$ cat src/rtl/conv_out_collector.sv
// rtl/conv_out_collector.sv - frame buffer sink for one conv output channel with max tracking and read port
module conv_out_collector #(
    parameter int DATA_W = 16,
    parameter int OUT_W  = 3,
    parameter int DEPTH  = 9,
    parameter int ADDR_W = 4
) (
    input  logic              clk,
    input  logic              reset,
    input  logic [DATA_W-1:0] pxl_in,
    input  logic              valid_in,
    input  logic              clear,
    input  logic              rd_en,
    input  logic [ADDR_W-1:0] rd_addr,
    output logic [DATA_W-1:0] rd_data,
    output logic              rd_valid,
    output logic [ADDR_W:0]   count,
    output logic [ADDR_W-1:0] row,
    output logic [ADDR_W-1:0] col,
    output logic              frame_done,
    output logic              overflow,
    output logic [DATA_W-1:0] max_val,
    output logic [ADDR_W-1:0] max_idx
);

    typedef enum logic {
        COLLECT = 1'b0,
        FULL    = 1'b1
    } state_t;

    // Sized constants keep every compare and increment width-exact.
    localparam logic [ADDR_W:0]   LAST_CNT  = (ADDR_W+1)'(DEPTH - 1);
    localparam logic [ADDR_W:0]   DEPTH_CNT = (ADDR_W+1)'(DEPTH);
    localparam logic [ADDR_W:0]   CNT_ONE   = (ADDR_W+1)'(1);
    localparam logic [ADDR_W-1:0] COL_LAST  = ADDR_W'(OUT_W - 1);
    localparam logic [ADDR_W-1:0] IDX_ONE   = ADDR_W'(1);

    state_t              state_q, state_d;
    logic [ADDR_W:0]     count_q, count_d;
    logic [ADDR_W-1:0]   row_q, row_d;
    logic [ADDR_W-1:0]   col_q, col_d;
    logic                frame_done_q, frame_done_d;
    logic                overflow_q, overflow_d;
    logic [DATA_W-1:0]   max_val_q, max_val_d;
    logic [ADDR_W-1:0]   max_idx_q, max_idx_d;
    logic                wr_en;
    logic [ADDR_W-1:0]   wr_idx;

    logic [DATA_W-1:0]   rd_data_q;
    logic                rd_valid_q;

    logic [DATA_W-1:0]   mem [DEPTH];

    // count never reaches DEPTH while writes are still accepted, so the low bits are the raster index.
    assign wr_idx = count_q[ADDR_W-1:0];

    // State and frame bookkeeping registers.
    always_ff @(posedge clk or posedge reset) begin
        if (reset) begin
            state_q      <= COLLECT;
            count_q      <= '0;
            row_q        <= '0;
            col_q        <= '0;
            frame_done_q <= 1'b0;
            overflow_q   <= 1'b0;
            max_val_q    <= '0;
            max_idx_q    <= '0;
        end else begin
            state_q      <= state_d;
            count_q      <= count_d;
            row_q        <= row_d;
            col_q        <= col_d;
            frame_done_q <= frame_done_d;
            overflow_q   <= overflow_d;
            max_val_q    <= max_val_d;
            max_idx_q    <= max_idx_d;
        end
    end

    // Next-state logic: clear dominates, COLLECT accepts pixels, FULL only flags overflow.
    always_comb begin
        state_d      = state_q;
        count_d      = count_q;
        row_d        = row_q;
        col_d        = col_q;
        frame_done_d = frame_done_q;
        overflow_d   = overflow_q;
        max_val_d    = max_val_q;
        max_idx_d    = max_idx_q;
        wr_en        = 1'b0;

        if (clear) begin
            state_d      = COLLECT;
            count_d      = '0;
            row_d        = '0;
            col_d        = '0;
            frame_done_d = 1'b0;
            overflow_d   = 1'b0;
            max_val_d    = '0;
            max_idx_d    = '0;
        end else begin
            case (state_q)
                COLLECT: begin
                    if (valid_in) begin
                        wr_en   = 1'b1;
                        count_d = count_q + CNT_ONE;
                        if (col_q == COL_LAST) begin
                            col_d = '0;
                            row_d = row_q + IDX_ONE;
                        end else begin
                            col_d = col_q + IDX_ONE;
                        end
                        // Strict greater-than so ties keep the earliest index.
                        if ((count_q == '0) || (pxl_in > max_val_q)) begin
                            max_val_d = pxl_in;
                            max_idx_d = wr_idx;
                        end
                        if (count_q == LAST_CNT) begin
                            state_d      = FULL;
                            frame_done_d = 1'b1;
                        end
                    end
                end
                FULL: begin
                    if (valid_in) begin
                        overflow_d = 1'b1;
                    end
                end
                default: begin
                    state_d = COLLECT;
                end
            endcase
        end
    end

    // Frame buffer storage; contents deliberately survive reset and clear.
    always_ff @(posedge clk) begin
        if (wr_en) begin
            mem[wr_idx] <= pxl_in;
        end
    end

    // Registered read port; nonblocking update gives read-before-write on a shared address.
    always_ff @(posedge clk or posedge reset) begin
        if (reset) begin
            rd_data_q  <= '0;
            rd_valid_q <= 1'b0;
        end else begin
            rd_valid_q <= rd_en;
            if (rd_en) begin
                if ({1'b0, rd_addr} >= DEPTH_CNT) begin
                    rd_data_q <= '0;
                end else begin
                    rd_data_q <= mem[rd_addr];
                end
            end
        end
    end

    assign rd_data    = rd_data_q;
    assign rd_valid   = rd_valid_q;
    assign count      = count_q;
    assign row        = row_q;
    assign col        = col_q;
    assign frame_done = frame_done_q;
    assign overflow   = overflow_q;
    assign max_val    = max_val_q;
    assign max_idx    = max_idx_q;

endmodule

$ cat config.mk
export PLATFORM = sky130hd
export DESIGN_NAME = conv_out_collector
export DESIGN_NICKNAME = d
export VERILOG_FILES = /design/src/rtl/conv_out_collector.sv
export SDC_FILE = /design/constraint.sdc
export NUM_CORES = 1
export LEC_CHECK = 0
export CAP_MARGIN = 20
export CORE_MARGIN = 3
export CORE_UTILIZATION = 40
export DETAILED_ROUTE_END_ITERATION = 10
export PLACE_DENSITY_LB_ADDON = 0.3
export SETUP_SLACK_MARGIN = 0.5
export SYNTH_ARGS = -nofsm -noshare
export SYNTH_HDL_FRONTEND = slang
export SYNTH_SLANG_ARGS = --single-unit
$ cat constraint.sdc
create_clock -name clk -period 6.75 [get_ports clk]
set_input_delay 1.35 -clock clk [delete_from_list [all_inputs] [get_ports clk]]
set_output_delay 1.35 -clock clk [all_outputs]
set_load 0.005 [all_outputs]
**Word level (Yosys, flattened, before mapping)**

Memory sizes are Yosys's and may differ from the RTL's.
Cells that the tools add are included.
W data, S select, Z words.

- Add/subtract/negate cells: 3
- Order comparisons: 2
- Equal/unequal tests: 3
- Multiplexer cells: 36
- Reduce and logical (&&, ||, !) cells: 12

Operator list:

| cell | number |
|---|---|
| $mux W16 | 5 |
| $mux W4 | 12 |
| $gt A16 B16 Y1 | 1 |
| $mux W1 | 16 |
| $mux W5 | 3 |
| $reduce_bool A2 Y1 | 5 |
| $reduce_and A3 Y1 | 3 |
| $add A4 B1 Y4 const B | 2 |
| $add A5 B1 Y5 const B | 1 |
| $eq A5 B4 Y1 const B | 1 |
| $logic_not A5 Y1 | 1 |
| $eq A4 B2 Y1 const B | 1 |
| $ge A4 B4 Y1 const B | 1 |
| $reduce_and A2 Y1 | 2 |
| $ne A2 B2 Y1 const B | 1 |
| $logic_or A1 B1 Y1 | 1 |

- Flip-flop bits (word level): 53
- RAM bits: 144
- Input bits: 25
- Logic and storage cells: 67
- Memories: 1

Memory list:

| name | words | bits a word | rd ports | clocked after Yosys merged registers in | write ports | RTL line | RTL |
|---|---|---|---|---|---|---|---|
| mem | 9 | 16 | 1 | 0 | 1 | 52 | `logic [DATA_W-1:0] mem [DEPTH];` |

**Depth between registers and ports, before layout**

Gate-level depths: netlist of the first run.

- Depth after elaboration: 6
- Mapped depth: 10
- Depth with buffers taken out: 8

**Worst setup path before layout of the first run**

Ideal clock, no wire load.

- Path type: input -> register
- Start point: input port pxl_in[13]
- End point: register max_idx_q[0], in the netlist max_idx[0]
- Setup time: 0.121 ns
- Arrival time: 3.168 ns
- Data required time: 6.629 ns
- Path slack: 3.461 ns
- Stages on the path: 9
- Buffers on the path: 2
- Cells stage by stage: ha_1 a211oi_1 nor2_1 or4_1 a211o_1 and3b_1 buf_6 buf_8 a22o_1

- Cells in the longest elaborated chain, start to end: 4

Ends and longest elaborated chain:

| item | RTL line | RTL |
|---|---|---|
| start, declared | 10 | `input logic [DATA_W-1:0] pxl_in,` |
| $gt A16 B16 Y1 | 114 | `if ((count_q == '0) \|\| (pxl_in > max_val_q)) begin` |
| $logic_or A1 B1 Y1 | 114 |  |
| $reduce_bool A2 Y1 (no line) | -- |  |
| $reduce_and A3 Y1 (no line) | -- |  |
| end signal, assigned | 76 | `max_idx_q <= max_idx_d;` |
| end, declared | 45 | `logic [ADDR_W-1:0] max_idx_q, max_idx_d;` |

No other way between the ends.
A chain may end at the register's enable or synchronous reset.

**Worst setup path in the final report of the first run**

- Start point: input port pxl_in[12]
- End point: register max_val_q[8], in the netlist max_val[8]

- Cells in the longest elaborated chain, start to end: 4

Ends and longest elaborated chain:

| item | RTL line | RTL |
|---|---|---|
| $gt A16 B16 Y1 | 114 |  |
| $logic_or A1 B1 Y1 | 114 |  |
| $reduce_bool A2 Y1 (no line) | -- |  |
| $reduce_and A3 Y1 (no line) | -- |  |
| end signal, assigned | 75 | `max_val_q <= max_val_d;` |
| end, declared | 44 | `logic [DATA_W-1:0] max_val_q, max_val_d;` |

No other way between the ends.

==> impl_metrics.env, run 1 <==
export IMPL_totalNegativeSetupSlack_ns=0
export IMPL_final_util_pct=49.3
export IMPL_timing_final_setup_violations=0
export IMPL_grt_pass1_vias=4697
export IMPL_synth_area_per_cell_um2=16.4
export IMPL_top_usage_layer="met2"
export IMPL_count_of_cells_resized_by_post_cts_repair=0
export IMPL_clock_skew_ns=0.0106
export IMPL_critPathKind="input port to flop"
export IMPL_cts_max_path_buffers=2
export IMPL_synth_edf_count=144
export IMPL_rsz0062_at_grt="no"
export IMPL_synthMuxAreaShare_pct=10.9
export IMPL_asyncSetResetFlopFracSynth_pct=26.9
export IMPL_synth_top_family_by_area="multiplexers"
export IMPL_hold_buffers=0
export IMPL_reg2reg_setup_slack_ns=4.05
export IMPL_route_antenna_remaining_nets=0
export IMPL_synth_area_um2=8050
export IMPL_synth_net_count=540
export IMPL_synth_seq_area_share_pct=70.2
export IMPL_grt_max_degree=54
export IMPL_final_layout_size_suffix_gt1_share_pct=14.0
export IMPL_leakagePower_uw=0.00349
export IMPL_critical_path_s_top_delay_family="simple AND/OR/NAND/NOR gates"
export IMPL_cts_sink_count=197
export IMPL_largest_fanout_on_the_critical_path=19
export IMPL_slew_viol_final=0
export IMPL_total_number_of_placement_rows=51
export IMPL_setup_worst_path_end_class="flop"
export IMPL_vias=4477
export IMPL_grt_first_pass_wirelength_um=26700
export IMPL_gr_met2_demand_resource_pct=25.3
export IMPL_clk_pin_slew_ns=0.06
export IMPL_clk_root_buffer_cell="sky130_fd_sc_hd__clkbuf_16"
export IMPL_crit_reg2reg_launch="max_val[14]"
export IMPL_ys_ff_latch=197
export IMPL_cap_viol_max_count=0
export IMPL_critical_path_startpoint_type="input port"
export IMPL_die_h_um=148
export IMPL_yosys_area_share_simple_pct=4.88
export IMPL_globalRouteOverflowTotal=0
export IMPL_timing_critical_path_slowest_stage_cell="sky130_fd_sc_hd__and3b_1"
export IMPL_area_of_the_die_um2=21900
export IMPL_number_of_cells_produced_by_synthesis=492
export IMPL_grt_use_met3_pct=3.40
export IMPL_drt_first_pass_iters=4
export IMPL_fill_cells=1669
export IMPL_startpoint="pxl_in[12]"
export IMPL_worstRegToRegCells=8
export IMPL_finalWirelength_um=17000
export IMPL_worst_hold_path_type="flop to flop"
export IMPL_required_time_reported_for_the_critical_path_endpoint_ns=7.11
export IMPL_nets=620
export IMPL_io_count=77
export IMPL_drc=0
export IMPL_crit_arrival_ns=4.34
export IMPL_tritoncts_num_buffers=17
export IMPL_synth_compound_area_share_pct=6.48
export IMPL_ys_flop_type="sky130_fd_sc_hd__edfxtp_1"
export IMPL_capturing_point_of_the_worst_reg2reg_path="max_val[8]"
export IMPL_detailedRoute_firstIterationViolations=257
export IMPL_start_util_pct=41.1
export IMPL_cts_htree_levels=4
export IMPL_antennaDiodeCount=0
export IMPL_crit_end="max_val[8]"
export IMPL_run_status="finished, final reports clean"
export IMPL_dp_hpwl_um=10600
export IMPL_grt_use_total_pct=16.2
export IMPL_synthesis_yosys_warnings=0
export IMPL_worstPathBufferInverterCount=1
export IMPL_avgRoutedWirePerCell_um=20.0
export IMPL_synthesized_area_fraction_occupied_by_xor_and_xnor_cells_pct=0.762
export IMPL_ys_types=46
export IMPL_synth_adder_area_share_pct=3.58
export IMPL_number_of_logic_stages_on_the_critical_path_including_buffering=8
export IMPL_vias_per_cell=5.27
export IMPL_die_w_um=148
export IMPL_syn_to_final_growth_pct=20.0
export IMPL_core_area_um2=19600
export IMPL_final_hold_violation_count=0
export IMPL_port_buffer_cells=76
export IMPL_path_cells="clkdlybuf4s50_1 > ha_1 > nand4_1 > nor4_1 > a21boi_0 > a211o_1 > and3b_1 > a22o_2"
export IMPL_power_density_nw_per_um2=263
export IMPL_tritoncts="yes"
export IMPL_ir_drop_worst_case_vdd_v=0.000161
export IMPL_insertion_delay_ns=0.43
export IMPL_finalCritPeriodShare_pct=58.9
export IMPL_worst_path_largest_cell_delay_ns=0.68
export IMPL_worst_slew_pin_slew_ns=1.05
export IMPL_gpl_final_weighted_congestion=0.744
export IMPL_grt_antenna_before_repair=0
export IMPL_timing_final_crit_period_ns=3.98
export IMPL_timing_max_slew_rel_slack_pct=30.1
export IMPL_timing_fmax_ghz=0.251
export IMPL_grt_met1_usage_pct=22.6
export IMPL_post_cts_repair_setup_buffers=0
-- routing by layer --
metal	up-vias	share of wire, %	wire [um]
li1	2032	-	-
met1	2307	47	7900
met2	116	46	7840
met3	22	5.2	888
met4	0	2.1	350
met5	-	0	0
-- how the worst min path moves through the flow --
stage / startpoint / endpoint / slack (ns) / depth (start not counted)
5_1_grt: overflow / overflow / 0.52 / 2
6_report: overflow / overflow / 0.51 / 2
2_1_floorplan: mem[8][14] / rd_data[14] / 0.48 / 2
4_1_cts: overflow / overflow / 0.51 / 2
3_5_place_dp: overflow / overflow / 0.49 / 2
3_3_place_gp: frame_done / frame_done / 0.49 / 2
-- per-stage QoR --
step | hold WS [ns] | power, uW | cells | setup WS (ns) | area (um^2)
after global placement | 0.487 | 1590 | 817 | 2.43 | 9080
final | 0.507 | 2540 | 850 | 2.77 | 9660
after global routing | 0.519 | 2630 | 850 | 2.48 | 9660
after floorplan | 0.484 | 1490 | 492 | 3.46 | 8050
after detailed placement | 0.492 | 1600 | 817 | 2.32 | 9080
after CTS | 0.512 | 2570 | 849 | 2.76 | 9640
-- cell families after synthesis --
logic type	count (synthesis)
xor+xnor	7
fa+ha+maj	23
flops	197
mux	48
buf+inv	60
simple gates	80
compound gates	77
-- Yosys cell counts (3+ instances only) --
library cell / count / area (um^2)
sky130_fd_sc_hd__buf_1: 3 / 11.3
sky130_fd_sc_hd__buf_2: 4 / 20.0
sky130_fd_sc_hd__clkbuf_1: 14 / 52.6
sky130_fd_sc_hd__nor3_1: 5 / 25.0
sky130_fd_sc_hd__nor2_1: 32 / 120
sky130_fd_sc_hd__a22o_2: 8 / 80.1
sky130_fd_sc_hd__nand4_1: 5 / 31.3
sky130_fd_sc_hd__mux2i_1: 16 / 160
sky130_fd_sc_hd__nand2_1: 12 / 45.0
sky130_fd_sc_hd__dfrtp_1: 53 / 1330
sky130_fd_sc_hd__nand3_1: 4 / 20.0
sky130_fd_sc_hd__edfxtp_1: 144 / 4320
sky130_fd_sc_hd__a21oi_1: 30 / 150
sky130_fd_sc_hd__ha_1: 23 / 288
sky130_fd_sc_hd__a22o_1: 11 / 96.3
sky130_fd_sc_hd__xor2_1: 6 / 52.6
sky130_fd_sc_hd__and2_1: 8 / 50.1
sky130_fd_sc_hd__mux4_2: 32 / 721
sky130_fd_sc_hd__inv_1: 36 / 135
sky130_fd_sc_hd__o22ai_1: 16 / 100
-- registers in the layout, summed over array words and instances (netlist names) --
| signal | cells |
|---|---|
| overflow | 1 |
| mem | 144 |
| max_val | 16 |
| rd_data | 16 |
| rd_valid | 1 |
| frame_done | 1 |
| col | 4 |
| count | 5 |
| state_q | 1 |
| max_idx | 4 |
| row | 4 |
-- tightest hold or removal path, delay by kind of cell (launching register included) --
| family | cells | cell delay (ns) |
|---|---|---|
| DFF | 1 | 0.35 |
| and+or+nand+nor | 1 | 0.07 |
| AOI/OAI and AO/OA | 1 | 0.05 |
-- power by group --
part | internal (uW) | total, uW | switching [uW] | leakage, uW
sequential | 1330 | 1350 | 18.5 | 0.00201
combinational | 105 | 219 | 115 | 0.00121
clock | 543 | 974 | 431 | 0.000265
total | 1980 | 2540 | 564 | 0.00349
-- area by class of cell --
cell class                 instances  area (um^2)  share of cell area, %
timing repair buffer              85          831                   8.60
clock inverter                    13          130                   1.35
inverter                          36          135                   1.40
sequential                       197         5650                   58.5
multi-input combinational        235         2150                   22.2
tap                              265          332                   3.43
clock buffer                      19          433                   4.48
-- cells in the final DEF, fill, tap and decap left out, types with 3 or more instances in the layout --
cell	n
sky130_fd_sc_hd__edfxtp_1	144
sky130_fd_sc_hd__clkdlybuf4s50_1	75
sky130_fd_sc_hd__dfrtp_1	53
sky130_fd_sc_hd__inv_1	35
sky130_fd_sc_hd__mux4_2	32
sky130_fd_sc_hd__nor2_1	31
sky130_fd_sc_hd__a21oi_1	30
sky130_fd_sc_hd__ha_1	23
sky130_fd_sc_hd__clkbuf_16	17
sky130_fd_sc_hd__mux2i_1	16
sky130_fd_sc_hd__o22ai_1	16
sky130_fd_sc_hd__nand2_1	12
sky130_fd_sc_hd__a22o_1	11
sky130_fd_sc_hd__a22o_2	8
sky130_fd_sc_hd__and2_1	8
sky130_fd_sc_hd__buf_4	8
sky130_fd_sc_hd__xor2_1	6
sky130_fd_sc_hd__nand4_1	5
sky130_fd_sc_hd__nor3_1	5
sky130_fd_sc_hd__nand3_1	4
sky130_fd_sc_hd__clkinvlp_4	4
sky130_fd_sc_hd__clkinv_2	3
Note: power is estimated with default switching activity, not from simulation.
==> inputs of run 2 (changes only) <==
==> constraint.sdc (replaced) <==
create_clock -name clk -period 3.3 [get_ports clk]
set_input_delay 0.66 -clock clk [delete_from_list [all_inputs] [get_ports clk]]
set_output_delay 0.66 -clock clk [all_outputs]
set_load 0.005 [all_outputs]
==> impl_metrics.env, run 2 (synthesized netlist as in run 1, its figures left out) <==
export IMPL_grt_use_met3_pct=4.90
export IMPL_total_number_of_placement_rows=51
export IMPL_gr_met2_demand_resource_pct=27.4
export IMPL_worstPathBufferInverterCount=1
export IMPL_post_cts_repair_setup_buffers=0
export IMPL_timing_hold_worst_path_depth=2
export IMPL_layout_cells_most_common_list="sky130_fd_sc_hd__edfxtp_1, sky130_fd_sc_hd__clkdlybuf4s50_1, sky130_fd_sc_hd__dfrtp_1"
export IMPL_io_count=77
export IMPL_slew_viol_final=0
export IMPL_grt_antenna_before_repair=0
export IMPL_leakagePower_uw=0.00366
export IMPL_port_buffer_cells=76
export IMPL_largest_fanout_on_the_critical_path=6
export IMPL_vias_per_cell=5.26
export IMPL_grt_max_degree=34
export IMPL_finalCritPeriodShare_pct=82.6
export IMPL_run_status="finished, final reports clean"
export IMPL_avgRoutedWirePerCell_um=20.9
export IMPL_vias=4635
export IMPL_critPathKind="input port to flop"
export IMPL_power_density_nw_per_um2=524
export IMPL_worst_case_setup_slack_after_placement_ns=-0.102
export IMPL_number_of_logic_stages_on_the_critical_path_including_buffering=8
export IMPL_crit_arrival_ns=3.04
export IMPL_fill_cells=1669
export IMPL_post_route_cell_area_um2=9930
export IMPL_final_hold_violation_count=0
export IMPL_cts_htree_levels=4
export IMPL_cts_max_path_buffers=2
export IMPL_timing_max_slew_rel_slack_pct=53.7
export IMPL_drc=0
export IMPL_core_area_um2=19600
export IMPL_clk_pin_slew_ns=0.07
export IMPL_layout_setup_ws_ns=0.574
export IMPL_placed_area_um2=9320
export IMPL_timing_fmax_ghz=0.367
export IMPL_critical_path_startpoint_type="input port"
export IMPL_die_h_um=148
export IMPL_path_cells="clkdlybuf4s50_1 > ha_1 > o21ai_0 > nor2_1 > or4_1 > a211o_2 > and3b_2 > a22o_2"
export IMPL_worst_hold_path_type="flop to flop"
export IMPL_final_layout_size_suffix_gt1_share_pct=18.5
export IMPL_cap_viol_max_count=0
export IMPL_start_util_pct=41.1
export IMPL_grt_use_total_pct=17.4
export IMPL_worst_path_largest_cell_delay_ns=0.51
export IMPL_finalHoldWorstSlack_ns=0.515
export IMPL_insertion_delay_ns=0.43
export IMPL_hold_buffers=0
export IMPL_drt_first_pass_iters=5
export IMPL_rsz0062_at_grt="no"
export IMPL_route_antenna_remaining_nets=0
export IMPL_timing_critical_path_slowest_stage_cell="sky130_fd_sc_hd__clkdlybuf4s50_1"
export IMPL_setup_worst_path_end_class="flop"
export IMPL_dp_hpwl_um=12000
export IMPL_grt_first_pass_wirelength_um=28100
export IMPL_layout_commonest_cell="sky130_fd_sc_hd__edfxtp_1"
export IMPL_gpl_final_weighted_congestion=0.799
export IMPL_syn_to_final_growth_pct=23.4
export IMPL_top_usage_layer="met2"
export IMPL_cts_sink_count=197
export IMPL_worst_slew_pin_slew_ns=0.693
export IMPL_globalRouteOverflowTotal=0
export IMPL_die_w_um=148
export IMPL_antennaDiodeCount=0
export IMPL_finalWirelength_um=18400
export IMPL_nets=652
export IMPL_clk_root_buffer_cell="sky130_fd_sc_hd__clkbuf_16"
export IMPL_ir_drop_worst_case_vdd_v=0.000348
export IMPL_grt_met1_usage_pct=24.2
export IMPL_required_time_reported_for_the_critical_path_endpoint_ns=3.62
export IMPL_detailedRoute_firstIterationViolations=313
export IMPL_tritoncts_num_buffers=17
export IMPL_register_with_the_highest_flop_count="mem"
export IMPL_critical_path_s_top_delay_family="simple AND/OR/NAND/NOR gates"
export IMPL_totalNegativeSetupSlack_ns=0
export IMPL_area_of_the_die_um2=21900
export IMPL_worstRegToRegCells=7
export IMPL_tritoncts="yes"
export IMPL_largest_register_ffs=144
export IMPL_timing_final_crit_period_ns=2.73
export IMPL_grt_pass1_vias=4816
export IMPL_timing_final_setup_violations=0
export IMPL_clock_skew_ns=0.00648
[run 2: cell count changes in the layout (fill, tap and decap cells not counted), sizes merged]
cell and delta:
buf +29, clkinvlp -4, and3b +2, clkbuf +2
clkinv +2, bufinv -1, clkdlybuf4s50 -1, dlymetal6s2s +1
inv +1, o211ai +1
[run 2: final timing paths]
check	startpoint	endpoint	slack, ns
worst min register to register	mem[8][14]	rd_data[14]	0.52
max in group asynchronous	reset	rd_data[6]	1.99
worst min-delay path	mem[8][14]	rd_data[14]	0.52
worst max register to register	count[0]	max_val[10]	0.74
worst max-delay path	pxl_in[14]	max_val[10]	0.57
min in group asynchronous	reset	row[3]	0.66
[run 2: what timing repair did]
action | 4_1_cts | 5_1_grt
pin swaps | 0 | 1
gates resized for setup | 3 | 5
gates cloned | 0 | 3
setup endpoints to repair | 19 | 19
[run 2: per-layer routing]
| metal | vias up | share of wire (%) |
|---|---|---|
| li1 | 2111 | - |
| met1 | 2350 | 45 |
| met2 | 156 | 47 |
| met3 | 18 | 6.6 |
| met4 | 0 | 1.2 |
| met5 | - | 0 |
[run 2: power by group]
part	internal (uW)	switching [uW]	total, uW
Sequential	2720	40.0	2760
Clock	1070	881	1950
Combinational	239	250	489
[run 2: worst register-to-register path, cell delays in order, from the launching register on]
cell                      delay, ns
sky130_fd_sc_hd__dfrtp_1       0.51
sky130_fd_sc_hd__inv_1         0.12
sky130_fd_sc_hd__ha_1          0.26
sky130_fd_sc_hd__nor4b_1       0.19
sky130_fd_sc_hd__or4_1         0.48
sky130_fd_sc_hd__a211o_2       0.37
sky130_fd_sc_hd__and3b_2       0.30
sky130_fd_sc_hd__a22o_2        0.22
[run 2: area by class of cell]
type | instances | area, um^2 | area share (%)
clock inverters | 11 | 103 | 1.03
well taps | 265 | 332 | 3.34
clock buffers | 21 | 450 | 4.54
inverters | 36 | 135 | 1.36
flip-flops and latches | 197 | 5650 | 56.9
multi-input cells | 238 | 2200 | 22.2
repair buffers | 114 | 1060 | 10.6
[run 2: metrics by stage]
| stage | std cells | total power (uW) | utilization [%] |
|---|---|---|---|
| 6_report | 882 | 5200 | 50.7 |
| 5_1_grt | 882 | 5390 | 50.7 |
| 4_1_cts | 879 | 5230 | 50.4 |
| 3_5_place_dp | 847 | 3300 | 47.6 |
| 3_3_place_gp | 847 | 3280 | 47.6 |
| 2_1_floorplan | 492 | 3050 | - |
==> inputs of run 3 (changes only) <==
==> constraint.sdc (replaced) <==
create_clock -name clk -period 2.64 [get_ports clk]
set_input_delay 0.528 -clock clk [delete_from_list [all_inputs] [get_ports clk]]
set_output_delay 0.528 -clock clk [all_outputs]
set_load 0.005 [all_outputs]
==> impl_metrics.env, run 3 (synthesized netlist as in run 1, its figures left out) <==
export IMPL_cts_htree_levels=4
export IMPL_start_util_pct=41.1
export IMPL_slew_viol_final=0
export IMPL_critical_path_startpoint_type="input port"
export IMPL_timing_max_slew_rel_slack_pct=63.1
export IMPL_cap_viol_max_count=0
export IMPL_vias_per_cell=5.07
export IMPL_post_route_cell_area_um2=10200
export IMPL_syn_to_final_growth_pct=27.2
export IMPL_combPwrFrac_pct=10.2
export IMPL_gpl_final_weighted_congestion=0.748
export IMPL_seq_power_share_pct=52.9
export IMPL_globalRouteOverflowTotal=0
export IMPL_detailedRoute_firstIterationViolations=298
export IMPL_clk_pin_slew_ns=0.07
export IMPL_largest_register_ffs=144
export IMPL_grt_pass1_vias=4759
export IMPL_worst_hold_path_type="input port to asynchronous set/reset pin"
export IMPL_setup_worst_path_end_class="flop"
export IMPL_die_h_um=148
export IMPL_run_status="finished, final reports clean"
export IMPL_crit_arrival_ns=2.63
export IMPL_clock_skew_ns=0.00779
export IMPL_insertion_delay_ns=0.42
export IMPL_area_of_the_die_um2=21900
export IMPL_worstRegToRegCells=9
export IMPL_tritoncts="yes"
export IMPL_grt_first_pass_wirelength_um=27800
export IMPL_layout_cells_most_common_list="sky130_fd_sc_hd__edfxtp_1, sky130_fd_sc_hd__clkdlybuf4s50_1, sky130_fd_sc_hd__dfrtp_1"
export IMPL_cts_sink_count=197
export IMPL_cts_max_path_buffers=2
export IMPL_avgRoutedWirePerCell_um=19.7
export IMPL_internal_power_uw=5040
export IMPL_finalHoldWorstSlack_ns=0.353
export IMPL_power_density_nw_per_um2=636
export IMPL_dp_hpwl_um=11500
export IMPL_switching_share_pct=22.6
export IMPL_core_area_um2=19600
export IMPL_placed_area_um2=9560
export IMPL_grt_antenna_before_repair=0
export IMPL_critPathKind="input port to flop"
export IMPL_worst_case_setup_slack_after_placement_ns=-0.394
export IMPL_rsz0062_at_grt="yes"
export IMPL_total_number_of_placement_rows=51
export IMPL_grt_use_total_pct=16.9
export IMPL_finalCritPeriodShare_pct=88.1
export IMPL_power_frac_clock_pct=36.9
export IMPL_timing_fmax_ghz=0.430
export IMPL_port_buffer_cells=76
export IMPL_netSwitchingPower_uw=1470
export IMPL_required_time_reported_for_the_critical_path_endpoint_ns=2.95
export IMPL_grt_max_degree=34
export IMPL_register_with_the_highest_flop_count="mem"
export IMPL_timing_final_setup_violations=0
export IMPL_die_w_um=148
export IMPL_nets=670
export IMPL_layout_setup_ws_ns=0.313
export IMPL_ir_drop_worst_case_vdd_v=0.000459
export IMPL_leakagePower_uw=0.00382
export IMPL_vias=4562
export IMPL_register_area_um2=5650
export IMPL_hold_buffers=0
export IMPL_tritoncts_num_buffers=17
export IMPL_multi_input_area_um2=2210
export IMPL_drt_first_pass_iters=5
export IMPL_layout_commonest_cell="sky130_fd_sc_hd__edfxtp_1"
export IMPL_worst_slew_pin_slew_ns=0.552
export IMPL_io_count=77
export IMPL_route_antenna_remaining_nets=0
export IMPL_largest_fanout_on_the_critical_path=10
export IMPL_timing_final_crit_period_ns=2.33
export IMPL_final_hold_violation_count=0
export IMPL_final_layout_size_suffix_gt1_share_pct=22.7
export IMPL_fill_cells=1650
export IMPL_antennaDiodeCount=0
export IMPL_power_total_uw=6510
export IMPL_finalWirelength_um=17800
export IMPL_clk_root_buffer_cell="sky130_fd_sc_hd__clkbuf_16"
export IMPL_drc=0
==> run 3: cell type report <==
class / count / share of cell area, %
Clock buffer: 23 / 4.67
Clock inverter: 9 / 0.696
Inverter: 36 / 1.32
Multi-Input combinational cell: 235 / 21.6
Sequential cell: 197 / 55.2
Tap cell: 265 / 3.24
Timing Repair Buffer: 135 / 13.3
==> run 3: power groups by stage <==
stage	clock network [uW]	logic, uW	registers [uW]
after floorplan	0	303	3510
after global placement	0	624	3510
after detailed placement	0	639	3510
after CTS	2450	658	3450
after global routing	2590	728	3450
final	2400	662	3440
==> run 3: metrics by stage <==
stage          util (%)  std cells  TNS [ns]
5_1_grt            52.3        900         0
3_3_place_gp       48.8        856     -7.12
4_1_cts            52.0        896         0
3_5_place_dp       48.8        856     -7.33
2_1_floorplan         -        492         0
6_report           52.3        900         0
==> run 3: final timing paths <==
kind                             start          end  slack [ns]
max                         pxl_in[13]  max_val[10]        0.31
min                              reset  max_val[12]        0.35
max reg2reg                max_val[13]  max_val[10]        0.31
min reg2reg                   overflow     overflow        0.51
max in group asynchronous        reset   max_idx[1]        1.67
min in group clk              overflow     overflow        0.51
==> run 3: what timing repair did <==
action                                  CTS  global route
endpoints found under the setup margin   20            84
setup buffers                             7             4
resized for setup                        23             4
pin swaps                                11             5
cloned                                    1             0
==> run 3: worst max-delay path, stage by stage <==
cell and delay [ns]:
sky130_fd_sc_hd__dlygate4sd2_1 0.29, sky130_fd_sc_hd__ha_4 0.27, sky130_fd_sc_hd__a211oi_2 0.17, sky130_fd_sc_hd__nor2_1 0.06
sky130_fd_sc_hd__or4_1 0.40, sky130_fd_sc_hd__a211o_1 0.29, sky130_fd_sc_hd__and3b_2 0.25, sky130_fd_sc_hd__buf_12 0.14
sky130_fd_sc_hd__a22o_2 0.22
==> run 3: per-layer routing <==
layer	track usage (%)	share of wire (%)
met1	22.9	45
met2	27.0	49
met3	4.63	4.8
met4	4.76	0.99
met5	0	0
==> variant, RTL diff (config.mk and constraints of run 2) <==
Set the parameter `ADDR_W` to 5 (it was 4).
--- a/src/rtl/conv_out_collector.sv
+++ b/src/rtl/conv_out_collector.sv
@@ -3,7 +3,7 @@
     parameter int DATA_W = 16,
     parameter int OUT_W  = 3,
     parameter int DEPTH  = 9,
-    parameter int ADDR_W = 4
+    parameter int ADDR_W = 5
 ) (
     input  logic              clk,
     input  logic              reset,
Interface: changed (5 resized); port bits go from 77 to 82. No check against the original RTL was run, so the function may have changed too.
==> variant against run 2 <==
Synthesized area up 1.9%. Sequential cell count up 4. Hold slack worse by 0.021 ns. Sequential share of layout area down 0.71 points. Count of clock-buffer cells in the layout up 11. Wire length up 0.31%. Highest routed layer unchanged. Setup slack better by 0.014 ns. Power up 5.2%. Final area up 3.1%.
==> variant: results (changes against run 2) <==
stage;metric;value;unit;change
worst_setup_path;ff2ff_setup_slack;0.64;ns;was 0.74 ns
worst_setup_path;crit_arrival;3.08;ns;was 3.04 ns
clock_tree;htreeDepth;1;;was 4
place;io_buffers;81;;was 76
min_path;hold_path_depth;1;;was 2
yosys;synth_seq_area_share;70.1;%;was 70.2%
timing;drv_slew;0;;unchanged
yosys;synth-compound-area-share;6.21;%;was 6.48%
status;status;complete, no violations;;unchanged
yosys;syn-mean-instance-area;16.2;um2;was 16.4 um2
routing;route.vias.total;4747;;was 4,635
clock_tree;clockBufferDepth;3;;was 2
min_path;worstHoldEndpoint;max_idx[3]$_DFFE_PP0P_;;was rd_data[14]$_DFFE_PP0P_
clock_tree;clk_pin_slew_worst_paths;0.05;ns;was 0.07 ns
place;gp_congestion;0.766;;was 0.799
final_layout;final_nets;672;;was 652
timing;finClkSkew;0.0199;ns;was 0.00648 ns
final_layout;num-fill-cells;1644;;was 1,669
yosys;synth_area_leaders;edfxtp_1 53%, dfrtp_1 17%, mux4_2 8.8%;;was edfxtp_1 54%, dfrtp_1 16%, mux4_2 9.0%
grt;grt_pass1_wl;28.9;mm;was 28.1 mm
worst_setup_path;timing.rr.end;max_val[14]$_DFFE_PP0P_;;was max_val[10]$_DFFE_PP0P_
place;dpl.cell_count;864;;was 847
timing;relSlewSlack;58.2;%;was 53.7%
routing;first_pass_iters;4;;was 5
clock_tree;cts-buffers-inserted;22;;was 17
worst_setup_path;crit_path_max_fanout;21;;was 6
yosys;synth_xor_area_share;1.07;%;was 0.762%
final_layout;stdcell_count;904;;was 882
routing;drt_iter0_markers;301;;was 313
grt;grt_usage;17.0;%;was 17.4%
pwr;leakage;3.79;nW;was 3.66 nW
yosys;async_flop_share;28.4;%;was 26.9%
yosys;synth_nets;555;;was 540
final_layout;drive_gt1_share;16.4;%;was 18.5%
yosys;netlist_top_cells_count;144 x edfxtp_1, 57 x dfrtp_1, 36 x inv_1;;was 144 x edfxtp_1, 53 x dfrtp_1, 36 x inv_1
clock_tree;clock_latency;0.50;ns;was 0.43 ns
min_path;min_from;max_idx[3]$_DFFE_PP0P_;;was mem[8][14]$_DFFE_PP_
worst_setup_path;rr_worst_depth;9;;was 7
place;dpl.hpwl;11.8;mm;was 12.0 mm
grt;grt_pass1_vias;5008;;was 4,816
==> variant: cell types whose count changed in the layout (fill, tap and decap cells not counted), moves of 5 or more <==
cell,change
a22o_2,-8
and2_1,-5
clkdlybuf4s50_1,+5
clkbuf_1,+5
a22o_1,+10
buf_4,-5
clkbuf_16,+5
==> variant: kinds of logic (layout without fill, tap and decap cells) <==
| kind of cell | Yosys count | after routing |
|---|---|---|
| AOI/OAI and AO/OA | 76 | 76 |
| and+or+nand+nor | 86 | 86 |
| buffers and inverters | 61 | 194 |
| muxes | 49 | 49 |
| xor gates and xnor gates | 10 | 10 |
| adders and majority gates | 23 | 23 |
| DFF | 201 | 201 |
==> variant: stage by stage <==
step / utilization [%] / worst slack, ns / instance area (um2)
after floorplan: - / 0.500 / 8210
after global placement: 48.4 / 0.0893 / 9570
after detailed placement: 48.4 / 0.0140 / 9570
after CTS: 51.7 / 0.543 / 10200
after global routing: 51.7 / 0.518 / 10200
final: 51.7 / 0.588 / 10200
==> variant: how the worst max path moves through the flow <==
| stage | startpoint | to | cells after the start |
|---|---|---|---|
| floorplan | clear | mem[0][0]$_DFFE_PP_ | 4 |
| global placement | pxl_in[13] | max_val[15]$_DFFE_PP0P_ | 9 |
| detailed placement | pxl_in[13] | max_val[14]$_DFFE_PP0P_ | 9 |
| CTS | pxl_in[13] | max_val[14]$_DFFE_PP0P_ | 9 |
| global route | pxl_in[14] | max_val[14]$_DFFE_PP0P_ | 10 |
| finish | pxl_in[7] | max_val[14]$_DFFE_PP0P_ | 9 |
==> variant: area by class of cell <==
| class | count | area share [%] |
|---|---|---|
| timing repair buffer | 118 | 11.2 |
| clock buffer | 32 | 5.94 |
| multi-input combinational | 244 | 21.6 |
| inverter | 36 | 1.32 |
| clock inverter | 8 | 0.465 |
| sequential | 201 | 56.2 |
| tap | 265 | 3.24 |
==> variant: where the power goes <==
part	total [mW]	leakage, nW	internal [mW]	switching, mW
Clock	2.22	0.320	1.28	0.938
Combinational	0.454	1.40	0.225	0.230
Sequential	2.80	2.07	2.76	0.0343
==> variant: layer usage <==
metal	up-vias	GRT usage (%)	share of wire, %	wire [um]
met5	-	0	0	0
li1	2163	-	-	-
met1	2401	23.9	44	8170
met4	0	4.07	2.1	386
met3	28	4.22	7.3	1350
met2	155	27.1	46	8550
==> variant: timing repair <==
action	4_1_cts	5_1_grt
hold buffers	0	0
cloned	0	0
pin swaps	1	1
setup endpoints to repair	1	16
resized for setup	1	2
==> variant: critical path, stage by stage <==
cell             delay [ns]
clkdlybuf4s50_1        0.43
ha_1                   0.34
a41o_1                 0.24
a21oi_1                0.26
nor3_1                 0.07
or4_1                  0.51
o311a_1                0.16
buf_12                 0.17
a22o_1                 0.24
